--- src/rtl/eq2_share_arb.sv ---
// Round-robin sequencer sharing one registered 2-bit equality comparator among NREQ requesters.
// Optional saturating mismatch counter enabled by defining EQ2_ARB_MISMATCH_CNT_EN.
//
// state | meaning
// IDLE  | waiting for any req; the grant edge picks the winner and latches its operands
// CMP   | one cycle, gnt high, comparator evaluates the captured operands
// RSP   | response held on rsp_* until rsp_ready
module eq2_share_arb #(
   parameter int NREQ = 4,
   parameter int IW   = $clog2(NREQ),
   parameter int CW   = 8
) (
   input  logic              clk,
   input  logic              aresetn,
   input  logic [NREQ-1:0]   req,
   input  logic [2*NREQ-1:0] a_in,
   input  logic [2*NREQ-1:0] b_in,
   output logic [NREQ-1:0]   gnt,
   output logic              busy,
   output logic              rsp_valid,
   input  logic              rsp_ready,
   output logic [IW-1:0]     rsp_id,
   output logic              rsp_z
`ifdef EQ2_ARB_MISMATCH_CNT_EN
   ,
   output logic [CW-1:0]     mismatch_cnt
`endif
);

   typedef enum logic [1:0] {
      IDLE = 2'd0,
      CMP  = 2'd1,
      RSP  = 2'd2
   } state_t;

   generate
      if (NREQ < 2 || NREQ > 8 || IW != $clog2(NREQ) || CW < 1) begin : g_bad_param
         $error("eq2_share_arb: illegal parameter set");
      end
   endgenerate

   state_t          state_q;
   state_t          state_nxt;
   logic [IW-1:0]   ptr;
   logic [IW-1:0]   win_id;
   logic [IW-1:0]   win_nxt;
   logic            win_found;
   logic [1:0]      op_a;
   logic [1:0]      op_b;
   logic            any_req;
   logic            ops_eq;

   assign any_req = |req;
   assign ops_eq  = (op_a == op_b);

   // Search starts one past the last winner so a held request cannot starve others.
   always_comb begin
      win_found = 1'b0;
      win_nxt   = '0;
      for (int i = 1; i <= NREQ; i++) begin
         if (!win_found && req[(int'(ptr) + i) % NREQ]) begin
            win_found = 1'b1;
            win_nxt   = IW'((int'(ptr) + i) % NREQ);
         end
      end
   end

   always_ff @(posedge clk or negedge aresetn) begin
      if (!aresetn) begin
         state_q <= IDLE;
      end else begin
         state_q <= state_nxt;
      end
   end

   always_comb begin
      state_nxt = state_q;
      case (state_q)
         IDLE:    if (any_req) state_nxt = CMP;
         CMP:     state_nxt = RSP;
         RSP:     if (rsp_ready) state_nxt = IDLE;
         default: state_nxt = IDLE;
      endcase
   end

   always_ff @(posedge clk or negedge aresetn) begin
      if (!aresetn) begin
         gnt       <= '0;
         busy      <= 1'b0;
         rsp_valid <= 1'b0;
         rsp_id    <= '0;
         rsp_z     <= 1'b0;
         ptr       <= IW'(NREQ - 1);
         win_id    <= '0;
         op_a      <= '0;
         op_b      <= '0;
      end else begin
         gnt  <= '0;
         busy <= (state_nxt != IDLE);
         case (state_q)
            IDLE: begin
               if (any_req) begin
                  op_a   <= a_in[2*int'(win_nxt) +: 2];
                  op_b   <= b_in[2*int'(win_nxt) +: 2];
                  win_id <= win_nxt;
                  ptr    <= win_nxt;
                  gnt    <= NREQ'(1) << win_nxt;
               end
            end
            CMP: begin
               rsp_z     <= ops_eq;
               rsp_id    <= win_id;
               rsp_valid <= 1'b1;
            end
            RSP: begin
               if (rsp_ready) rsp_valid <= 1'b0;
            end
            default: ;
         endcase
      end
   end

`ifdef EQ2_ARB_MISMATCH_CNT_EN
   // Counts on the same edge that publishes the result; sticks at all-ones.
   always_ff @(posedge clk or negedge aresetn) begin
      if (!aresetn) begin
         mismatch_cnt <= '0;
      end else if (state_q == CMP && !ops_eq && mismatch_cnt != {CW{1'b1}}) begin
         mismatch_cnt <= mismatch_cnt + CW'(1);
      end
   end
`endif

endmodule

--- config.mk ---
export PLATFORM = sky130hd
export DESIGN_NAME = eq2_share_arb
export DESIGN_NICKNAME = d
export VERILOG_FILES = /design/src/rtl/eq2_share_arb.sv
export SDC_FILE = /design/constraint.sdc
export NUM_CORES = 1
export LEC_CHECK = 0
export BUFFER_PORTS_ARGS = -buffer_cell sky130_fd_sc_hd__buf_2
export CAP_MARGIN = 20
export CORE_ASPECT_RATIO = 1.25
export CORE_MARGIN = 10
export CORE_UTILIZATION = 25
export DETAILED_ROUTE_END_ITERATION = 12
export SKIP_LAST_GASP = 1
export SLEW_MARGIN = 20
export SYNTH_ARGS = -nofsm -noshare
export SYNTH_HDL_FRONTEND = slang
export SYNTH_SLANG_ARGS = --single-unit
--- constraint.sdc ---
create_clock -name clk -period 3.98 [get_ports clk]
set_input_delay 0.796 -clock clk [delete_from_list [all_inputs] [get_ports clk]]
set_output_delay 0.796 -clock clk [all_outputs]
set_load 0.02 [all_outputs]
# [After elaboration in Yosys (flattened, before gate mapping)]
# Cells that the tools add are included.
[op_classes] addsub=4 magnitude_cmp=4 eq_ne=4 shifts=3 mux=26 bitwise=4 n_reduce_logical=16
[ops] operator="3-bit by 4-bit < comparator with 1-bit output, second input constant" n=4
[ops] operator="8-bit by 4-bit variable part select with 2-bit output" n=2
[ops] operator="1-bit 2-to-1 mux" n=12
[ops] operator="2-bit 2-to-1 mux" n=6
[ops] operator="1-bit binary-select mux with 2-bit select" n=4
[ops] operator="4-bit 2-to-1 mux" n=2
[ops] operator="2-bit OR reduction" n=4
[ops] operator="2-bit one-hot mux with 3 select lines" n=1
[ops] operator="2-bit by 1-bit adder with 2-bit output, second input constant" n=2
[ops] operator="2-bit adder, second input constant" n=2
[ops] operator="1-bit bitwise AND, first input constant" n=4
[ops] operator="2-bit AND reduction" n=2
[ops] operator="2-bit nonzero test" n=2
[ops] operator="4-bit OR reduction" n=1
[ops] operator="1-bit by 2-bit left shift with 4-bit output, first input constant" n=1
[ops] operator="1-bit logical AND" n=3
[ops] operator="1-bit zero test" n=3
[ops] operator="2-bit by 1-bit equality test with 1-bit output, second input constant" n=1
[ops] operator="2-bit equality test" n=1
[ops] operator="2-bit equality test, second input constant" n=1
[ops] operator="2-bit zero test" n=1
[ops] operator="2-bit != test, second input constant" n=1
[ops] operator="1-bit one-hot mux with 2 select lines" n=1
[word_totals] ff_bits=19 in_bits=23 wordCells=71

# [Logic depth before layout (Yosys ltp)]
# Gate-level depths: netlist of run 1.
[logic_depth] word_depth=19 depth_mapped=6 depth_no_buf=5

# [Worst setup path after synthesis of run 1]
# No wires, ideal clock.
[synth_timing] path_kind="input-to-reg" start="input port req[1]" end="register op_a[0]" setup_ns=0.094 arrival_ns=1.747 required_time_ns=3.886 slack_ns=2.139 stages=5 n_path_buf=0 cell_sequence="or3b_2 o311a_1 nand2_1 a221oi_1 a211oi_1"
[synth_via] elab_chain_len=14 word_cells_on_any_way=28 classes_between="shift (1); mux (19); reduce/logical (8)"
[synth_lines] item="start, declared" line_no="15" rtl="input logic [NREQ-1:0] req,"
[synth_lines] item="1-bit binary-select mux with 2-bit select" line_no="61" rtl="if (!win_found && req[(int'(ptr) + i) % NREQ]) begin"
[synth_lines] item="1-bit 2-to-1 mux (not written as such) (2 in a row)" line_no="61"
[synth_lines] item="1-bit 2-to-1 mux" line_no="61"
[synth_lines] item="1-bit zero test" line_no="61"
[synth_lines] item="1-bit logical AND" line_no="61"
[synth_lines] item="1-bit 2-to-1 mux" line_no="61"
[synth_lines] item="1-bit zero test" line_no="61"
[synth_lines] item="1-bit logical AND" line_no="61"
[synth_lines] item="1-bit 2-to-1 mux" line_no="61"
[synth_lines] item="1-bit zero test" line_no="61"
[synth_lines] item="1-bit logical AND" line_no="61"
[synth_lines] item="2-bit 2-to-1 mux" line_no="61"
[synth_lines] item="8-bit by 4-bit variable part select with 2-bit output" line_no="103" rtl="op_a <= a_in[2*int'(win_nxt) +: 2];"
[synth_lines] item="end signal, assigned" line_no="103"
[synth_lines] item="end, declared" line_no="48" rtl="logic [1:0] op_a;"
# Parallel ways exist; a longest one is shown, timed or not. The select of a mux whose other input is x is not followed.
# A chain may end at the register's enable or synchronous reset.

# [Worst setup path after layout of run 1]
[layout_timing] start="input port req[0]" end="register op_b[0]"
[layout_via] elab_chain_len=14 word_cells_on_any_way=28 classes_between="shift (1); mux (19); reduce/logical (8)"
[layout_lines] item="1-bit binary-select mux with 2-bit select" line_no="61"
[layout_lines] item="1-bit 2-to-1 mux (not written as such) (2 in a row)" line_no="61"
[layout_lines] item="1-bit 2-to-1 mux" line_no="61"
[layout_lines] item="1-bit zero test" line_no="61"
[layout_lines] item="1-bit logical AND" line_no="61"
[layout_lines] item="1-bit 2-to-1 mux" line_no="61"
[layout_lines] item="1-bit zero test" line_no="61"
[layout_lines] item="1-bit logical AND" line_no="61"
[layout_lines] item="1-bit 2-to-1 mux" line_no="61"
[layout_lines] item="1-bit zero test" line_no="61"
[layout_lines] item="1-bit logical AND" line_no="61"
[layout_lines] item="2-bit 2-to-1 mux" line_no="61"
[layout_lines] item="8-bit by 4-bit variable part select with 2-bit output" line_no="104" rtl="op_b <= b_in[2*int'(win_nxt) +: 2];"
[layout_lines] item="end signal, assigned" line_no="104"
[layout_lines] item="end, declared" line_no="49" rtl="logic [1:0] op_b;"
# Parallel ways exist; a longest one is shown, timed or not. The select of a mux whose other input is x is not followed.

==> metrics.txt, run 1 <==
number of synthesized flops with an enable pin 0; DRT Pass-1 Iters 4; CTS Buffer Depth 2; kind of critical path in -> reg; clock-pin slew on the worst setup and hold paths 0.06 ns; Post-CTS Setup Bufs 0; max_slew headroom 73.1%; power share of the combinational group 43.9%; CTS tree done; Synth Register Bits 19; Max Fclk around 500 MHz; Max VDD drop 0.000263 V; Netlist Area Pre-Place around 900 sq um; routed vias 734; Routed Antenna Nets 0; post-synthesis area per instance 10.5 sq um; die area 0.00641 sq mm; Initial Util between 20 and 30%; worst reg2reg startpoint ptr[1]; setup TNS 0 ns; internal reg-to-reg setup slack just over 2 ns; Pwr per Cell Area 733 mW/mm^2; clock latency on the worst-skew pair 0.24 ns; global-route wire length before repair 3.57 mm; Leakage 0.000555 uW; Final HPWL DP 1.73 mm; Clk pwr share around 15%; port bufs 31; Via density 4.62; Internal Pwr Total 509 uW; Fin. Hold Viols 0; Synthesized Nets 109; hold buffer count at cts 0; Fin Clk Skew ~0.0018 ns; sequential area share after synthesis 53.1%; unrepaired setup endpoints after global routing no; FF-to-FF End op_b[0]; hold crit path type in -> async; synth warn 0; fin area 0.00114 sq mm; synth unique cells 26; htree depth 1; worst slew pin tran 0.404 ns; Tcrit/Tclk final 50.6%; Post-synth top flop dfrtp_1; CP Max Fanout 8; GR Overflow Total 0; Setup Viol. Count Final 0; initial antenna violation count 0; area delta synth->final 26.4%; number of core rows 24; min cycle time layout 2.01 ns; Resize count post-CTS 0; Die Y ~87 microns; Post-DP Area roughly 0.0011 sq mm; core area 0.00348 sq mm; highest cell delay on the worst timing path between 0.4 and 0.5 ns; Inst Count DP approximately 160; GRT Overall Usage 6.73%; Slew Viols, Final 0; Switching Fraction about 40%; CP startpoint kind input port; Cells after Synth 86; wire length per cell 13.1 microns; status complete, no violations; wirelength, routed 2.08 mm; Worst EP required 4.13 ns; DIE WIDTH 73.7 microns; max-cap viol count 0; CTS sink count 19; worst reg-to-reg path cell count 5; worst path cell trace buf_2 > nand2_1 > a32oi_2 > and2_1 > mux2i_1 > a211oi_1; Max stage delay cell, worst path and2_1; Crit path arrival time between 2 and 2.5 ns; CTS root buffer clkbuf_8; number of top-level pins 32; vias in the first global route 822; DR iter-0 viols between 40 and 50; PnR Total Power 834 uW; Setup crit end kind flip-flop; asr flop ratio synth 100%; Post-Layout Cell Count 159; layout net count between 100 and 150; layout cells sized above 1 35.8%; ant diodes 0; Sequential Power Share 41.1%; largest net degree at the start of global routing 20; DRC viols 0; RD Place Congestion around 0.77; TritonCTS Buffers 3; switching power total 324 uW
==> layout make-up <==
class | count | area (sq um)
multi-input combinational | 60 | 384
tap | 39 | 48.8
inverter | 5 | 18.8
fill | 376 | 2350
clock buffer | 4 | 45.0
sequential | 19 | 478
timing repair buffer | 32 | 163
==> Yosys cell counts, types with 2 or more instances <==
library cell / n / area share [%]
and2b_1: 2 / 1.7
xor2_1: 2 / 1.9
nand2b_1: 3 / 2.1
nand2_1: 6 / 2.5
a221oi_1: 4 / 3.9
mux2i_1: 4 / 4.5
dfrtp_1: 17 / 47
or2_2: 2 / 1.4
nor2_1: 11 / 4.6
o21ai_0: 4 / 2.2
dfstp_2: 2 / 5.8
inv_1: 5 / 2.1
a211oi_1: 4 / 3.3
and2_1: 5 / 3.5
a21oi_1: 4 / 2.2
==> kinds of logic after synthesis <==
logic type / share of synthesized area (%)
and+or+nand+nor: 17.9
AOI/OAI and AO/OA: 17.1
buffers and inverters: 4.17
xor gates and xnor gates: 1.95
DFF: 53.1
muxes: 5.70
==> how the worst max path moves through the flow <==
| stage | start | end | slack, ns | depth (start not counted) |
|---|---|---|---|---|
| after floorplan | req[1] | op_a[0] | 2.14 | 5 |
| after global placement | req[0] | op_a[0] | 1.79 | 6 |
| after detailed placement | req[0] | op_b[0] | 1.69 | 6 |
| after CTS | req[0] | op_b[0] | 1.94 | 6 |
| after global routing | req[0] | op_a[0] | 1.82 | 6 |
| final | req[0] | op_b[0] | 1.97 | 6 |
==> critical path: cells and delay by family <==
| family | cells | cell delay (ns) |
|---|---|---|
| AOI/OAI and AO/OA | 2 | 0.59 |
| buffers and inverters | 1 | 0.12 |
| muxes | 1 | 0.15 |
| and+or+nand+nor | 2 | 0.51 |
==> routing by layer <==
metal  vias to the layer above  wire, microns  global-route usage [%]
li1                        367              -                       -
met1                       344            929                    8.07
met2                        21           1020                    10.9
met3                         2             95                    1.14
met4                         0             34                    3.74
met5                         -              0                       0
==> power groups by stage <==
| stage | sequential (uW) | clock (uW) | combinational [uW] |
|---|---|---|---|
| after floorplan | 383 | 0 | 230 |
| after global placement | 345 | 0 | 363 |
| after detailed placement | 346 | 0 | 373 |
| after CTS | 344 | 130 | 373 |
| after global routing | 356 | 137 | 418 |
| final | 342 | 126 | 366 |
==> layout by cell type (no fill, tap or decap) <==
cell type and instances:
xor2_1 2, o21ai_0 4, mux2i_1 4, clkbuf_1 1, o311a_1 1, nand2b_1 3
dfstp_2 2, or2_2 2, nor4_1 1, o31ai_1 1, nand2_1 6, clkbuf_8 3
a211oi_1 4, or3b_2 1, a221oi_1 4, nor3_1 1, a21oi_1 4, o22ai_1 1
a32oi_2 1, buf_4 1, inv_1 5, dfrtp_1 17, buf_2 31, and2b_1 2
nor2_1 11, and2_1 5, o21ai_2 1, mux2_2 1
==> flip-flops by register name, summed over array words and instances (netlist names) <==
register and count:
ptr 2, gnt 4, rsp_valid 1, op_a 2, state_q 2, rsp_id 2
win_id 2, op_b 2, busy 1, rsp_z 1
==> stage by stage <==
stage / hold WS, ns / utilization, % / setup WS [ns]
2_1_floorplan: 0.476 / - / 2.14
3_3_place_gp: 0.462 / 31.4 / 1.79
3_5_place_dp: 0.465 / 31.4 / 1.69
4_1_cts: 0.479 / 32.7 / 1.94
5_1_grt: 0.493 / 32.7 / 1.82
6_report: 0.469 / 32.7 / 1.97
Note: power is estimated with default switching activity, not from simulation.
==> run 2: changes to the inputs <==
- ABC_AREA: not set -> 1
- clock period: 3.98 -> 1.9 ns (I/O delays scaled with it)
==> run 2 against run 1 <==
  * Die area up 28%
  * Via count up 55%
  * Sequential power up 110%
  * Sequential share of layout area down 12 points
  * Clock-buffer cell count unchanged
  * Final cell count up 69%
  * Largest power group unchanged
  * Worst hold slack worse by 0.41 ns
  * Flip-flop and latch count unchanged
  * Critical path depth up 7
==> metrics.txt, run 2 <==
layout net count 232 (was 144); synth warn 0 (unchanged); PnR Total Power 3050 uW (was 834 uW); Die Y 98.9 microns (was 87.1 microns); GR Overflow Total 0 (unchanged); top cell type's share of synthesized area 34.1% (was 47.3%); kind of critical path reg -> reg (was in -> reg); Post-DP Area 0.00149 sq mm (was 0.00109 sq mm); Max Fclk between 500 and 600 MHz; TritonCTS Buffers 3 (unchanged); Pwr per Cell Area 1920 mW/mm^2 (was 733 mW/mm^2); worst slew pin tran 0.409 ns (was 0.404 ns); DR iter-0 viols 46 (was 42); Clk pwr share 8.9% (was 15.1%); worst path cell trace inv_4 > nand2_2 > nand2_2 > nand2_4 > nand2_4 > nor2_8 > nand4_4 > buf_6 > nand3_1 > nand3_1 > nand2_1 > nand2_1 > nand2_1 (was buf_2 > nand2_1 > a32oi_2 > and2_1 > mux2i_1 > a211oi_1); global-route wire length before repair 4.89 mm (was 3.57 mm); Switching Fraction 50.3% (was 38.9%); asr flop ratio synth 100% (unchanged); hold crit path type in -> async (unchanged); wire length per cell 10.8 microns (was 13.1 microns); fin area 0.00159 sq mm (was 0.00114 sq mm); Netlist Area Pre-Place 0.00125 sq mm (was 900 sq um); area of the multi-input gates 657 sq um (was 384 sq um); number of top-level pins 32 (unchanged); RD Place Congestion 0.798 (was 0.766); Worst EP required 2.09 ns (was 4.13 ns); unrepaired setup endpoints after global routing yes (was no); Top reg by flops gnt (unchanged); synth unique cells 22 (was 26); power share of the combinational group 67.3% (was 43.9%); layout cells sized above 1 32.7% (was 35.8%); vias in the first global route 1220 (was 822); port bufs 31 (unchanged); Max stage delay cell, worst path dfstp_2 (was and2_1); CTS sink count 19 (unchanged); largest net degree at the start of global routing 20 (unchanged); Tcrit/Tclk final 98.6%; Synthesized Nets 192 (was 109); number of core rows 28 (was 24); worst reg2reg startpoint ptr[0] (was ptr[1]); Filler cells 511 (was 376); post-synthesis area per instance 7.37 sq um (was 10.5 sq um); most common cell after layout, fill and taps aside nand2_1 (was buf_2); CTS tree done (unchanged); most used cell, CP nand2_1; worst setup path start ptr[0] (was req[0]); max_slew headroom 72.7% (was 73.1%); status complete, no violations (unchanged); Initial Util 26.0% (was 25.8%); Synth area leaders dfrtp_1 (34%), nand2_1 (14%), nand3_1 (9.6%) (was dfrtp_1 (47%), dfstp_2 (5.8%), nor2_1 (4.6%)); sequential area share after synthesis 38.4% (was 53.1%); Crit path arrival time 2.07 ns (was 2.16 ns); DIE WIDTH 83.2 microns (was 73.7 microns); setup TNS 0 ns (unchanged); Reg area 478 sq um (unchanged); CP Max Fanout 9 (was 8); CP startpoint kind flip-flop (was input port); Setup Viol. Count Final 0 (unchanged); routed vias 1135 (was 734); Slew Viols, Final 0 (unchanged); worst path bufs/invs 2 (was 1); min cycle time layout 1.87 ns; Leakage 0.000896 uW (was 0.000555 uW); mux cell area share after synthesis 0% (was 5.70%); clock-pin slew on the worst setup and hold paths 0.07 ns (was 0.06 ns); DRC viols 0 (unchanged); clock latency on the worst-skew pair 0.25 ns (was 0.24 ns); number of synthesized flops with an enable pin 0 (unchanged); area delta synth->final 27.2% (was 26.4%); htree depth 1 (unchanged); final core occ 33.0% (was 32.7%); most frequent cell after synthesis nand2_1 (was dfrtp_1); DRT Pass-1 Iters 4 (unchanged); wirelength, routed 2.91 mm (was 2.08 mm); Commonest cells post-synth nand2_1 (48), inv_1 (30), nand3_1 (24) (was dfrtp_1 (17), nor2_1 (11), nand2_1 (6)); Cells after Synth 169 (was 86); Synth Register Bits 19 (unchanged); GRT Overall Usage 6.69% (was 6.73%); highest cell delay on the worst timing path 0.62 ns (was 0.44 ns); combinational family with the most area after synthesis simple AND/OR/NAND/NOR gates (unchanged); Fin. Hold Viols 0 (unchanged); Post-Synth Simple-Gate Area 42.8% (was 17.9%); Setup crit end kind flip-flop (unchanged); commonest cells after routing, fill and taps aside nand2_1 (47), buf_2 (31), inv_1 (30) (was buf_2 (31), dfrtp_1 (17), nor2_1 (11)); Via density 4.24 (was 4.62); adder-cell share of the synthesized area 0% (unchanged); Post-synth top flop dfrtp_1 (unchanged); XOR/XNOR share of the synthesized area 1.41% (was 1.95%); max-cap viol count 0 (unchanged); complex-gate fraction of the synthesized area 5.62% (was 17.1%); CTS Buffer Depth 2 (unchanged); Sequential Power Share 23.8% (was 41.1%); Hold Slack 0.0542 ns (was 0.469 ns); core area 0.00480 sq mm (was 0.00348 sq mm); initial antenna violation count 0 (unchanged); largest area contributor in the netlist dfrtp_1 (unchanged); die area 0.00823 sq mm (was 0.00641 sq mm); Max VDD drop 0.000417 V (was 0.000263 V); Routed Antenna Nets 0 (unchanged); cell family with most CP delay simple AND/OR/NAND/NOR gates (was compound AO/OA/AOI/OAI gates); ant diodes 0 (unchanged); Final HPWL DP 2.36 mm (was 1.73 mm); Internal Pwr Total 1520 uW (was 509 uW); Fin Clk Skew 0.00206 ns (was 0.00180 ns); max reg flops 4 (unchanged); switching power total 1530 uW (was 324 uW); CTS root buffer clkbuf_8 (unchanged)
run 2: changes by cell type after synthesis, sizes merged, moves of 5 or more:
cell,delta
and2,-5
inv,+27
nand2,+59
nand3,+24
run 2: area by class of cell:
| cell class | count | area share, % |
|---|---|---|
| clock buffers | 4 | 2.84 |
| multi-input cells | 116 | 41.4 |
| flip-flops and latches | 19 | 30.1 |
| well taps | 60 | 4.74 |
| inverters | 32 | 7.73 |
| repair buffers | 37 | 13.1 |
run 2: worst paths after layout:
check,end,slack (ns),cells past startpoint
max,op_a[0],0.03,13
min,op_b[0],0.05,1
max reg2reg,op_a[0],0.03,13
min reg2reg,rsp_z,0.48,2
max in group asynchronous,ptr[1],1.52,1
min in group clk,rsp_valid,0.43,4
run 2: metal layers:
metal  wire, microns  track usage [%]  vias to the layer above
met5               0                0                        -
met4              18             2.36                        0
met3             211             2.80                        2
met2            1440             12.1                       22
met1            1240             6.68                      507
li1                -                -                      604
run 2: kinds of logic after synthesis:
group | after synthesis
AO/OA/AOI/OAI | 10
buffers and inverters | 35
AND/OR/NAND/NOR | 103
XOR/XNOR | 2
flip-flops | 19
run 2: repair_timing:
action / 4_1_cts / 5_1_grt
pin swaps: 0 / 5
cloned: 0 / 1
setup buffers: 0 / 1
resized for setup: 1 / 6
setup endpoints to repair: 3 / 9
hold buffers: 0 / 0
run 2: power groups by stage:
stage	sequential [uW]	combinational, uW	clock [uW]
2_1_floorplan	787	1460	0
3_3_place_gp	716	1870	0
3_5_place_dp	722	1900	0
4_1_cts	718	1940	276
5_1_grt	742	2310	299
6_report	725	2050	271
run 2: worst register-to-register path: stages (launching register included):
cell and delay (ns):
dfstp_2 0.62, inv_4 0.08, nand2_2 0.08, nand2_2 0.10
nand2_4 0.10, nand2_4 0.07, nor2_8 0.11, nand4_4 0.16
buf_6 0.19, nand3_1 0.07, nand3_1 0.08, nand2_1 0.07
nand2_1 0.05, nand2_1 0.05
run 2: through the flow:
| stage | setup slack (ns) | cells |
|---|---|---|
| floorplan | 0.123 | 169 |
| global placement | 0.0412 | 262 |
| detailed placement | -0.00241 | 262 |
| CTS | 0.00774 | 266 |
| global route | -0.108 | 268 |
| finish | 0.0257 | 268 |
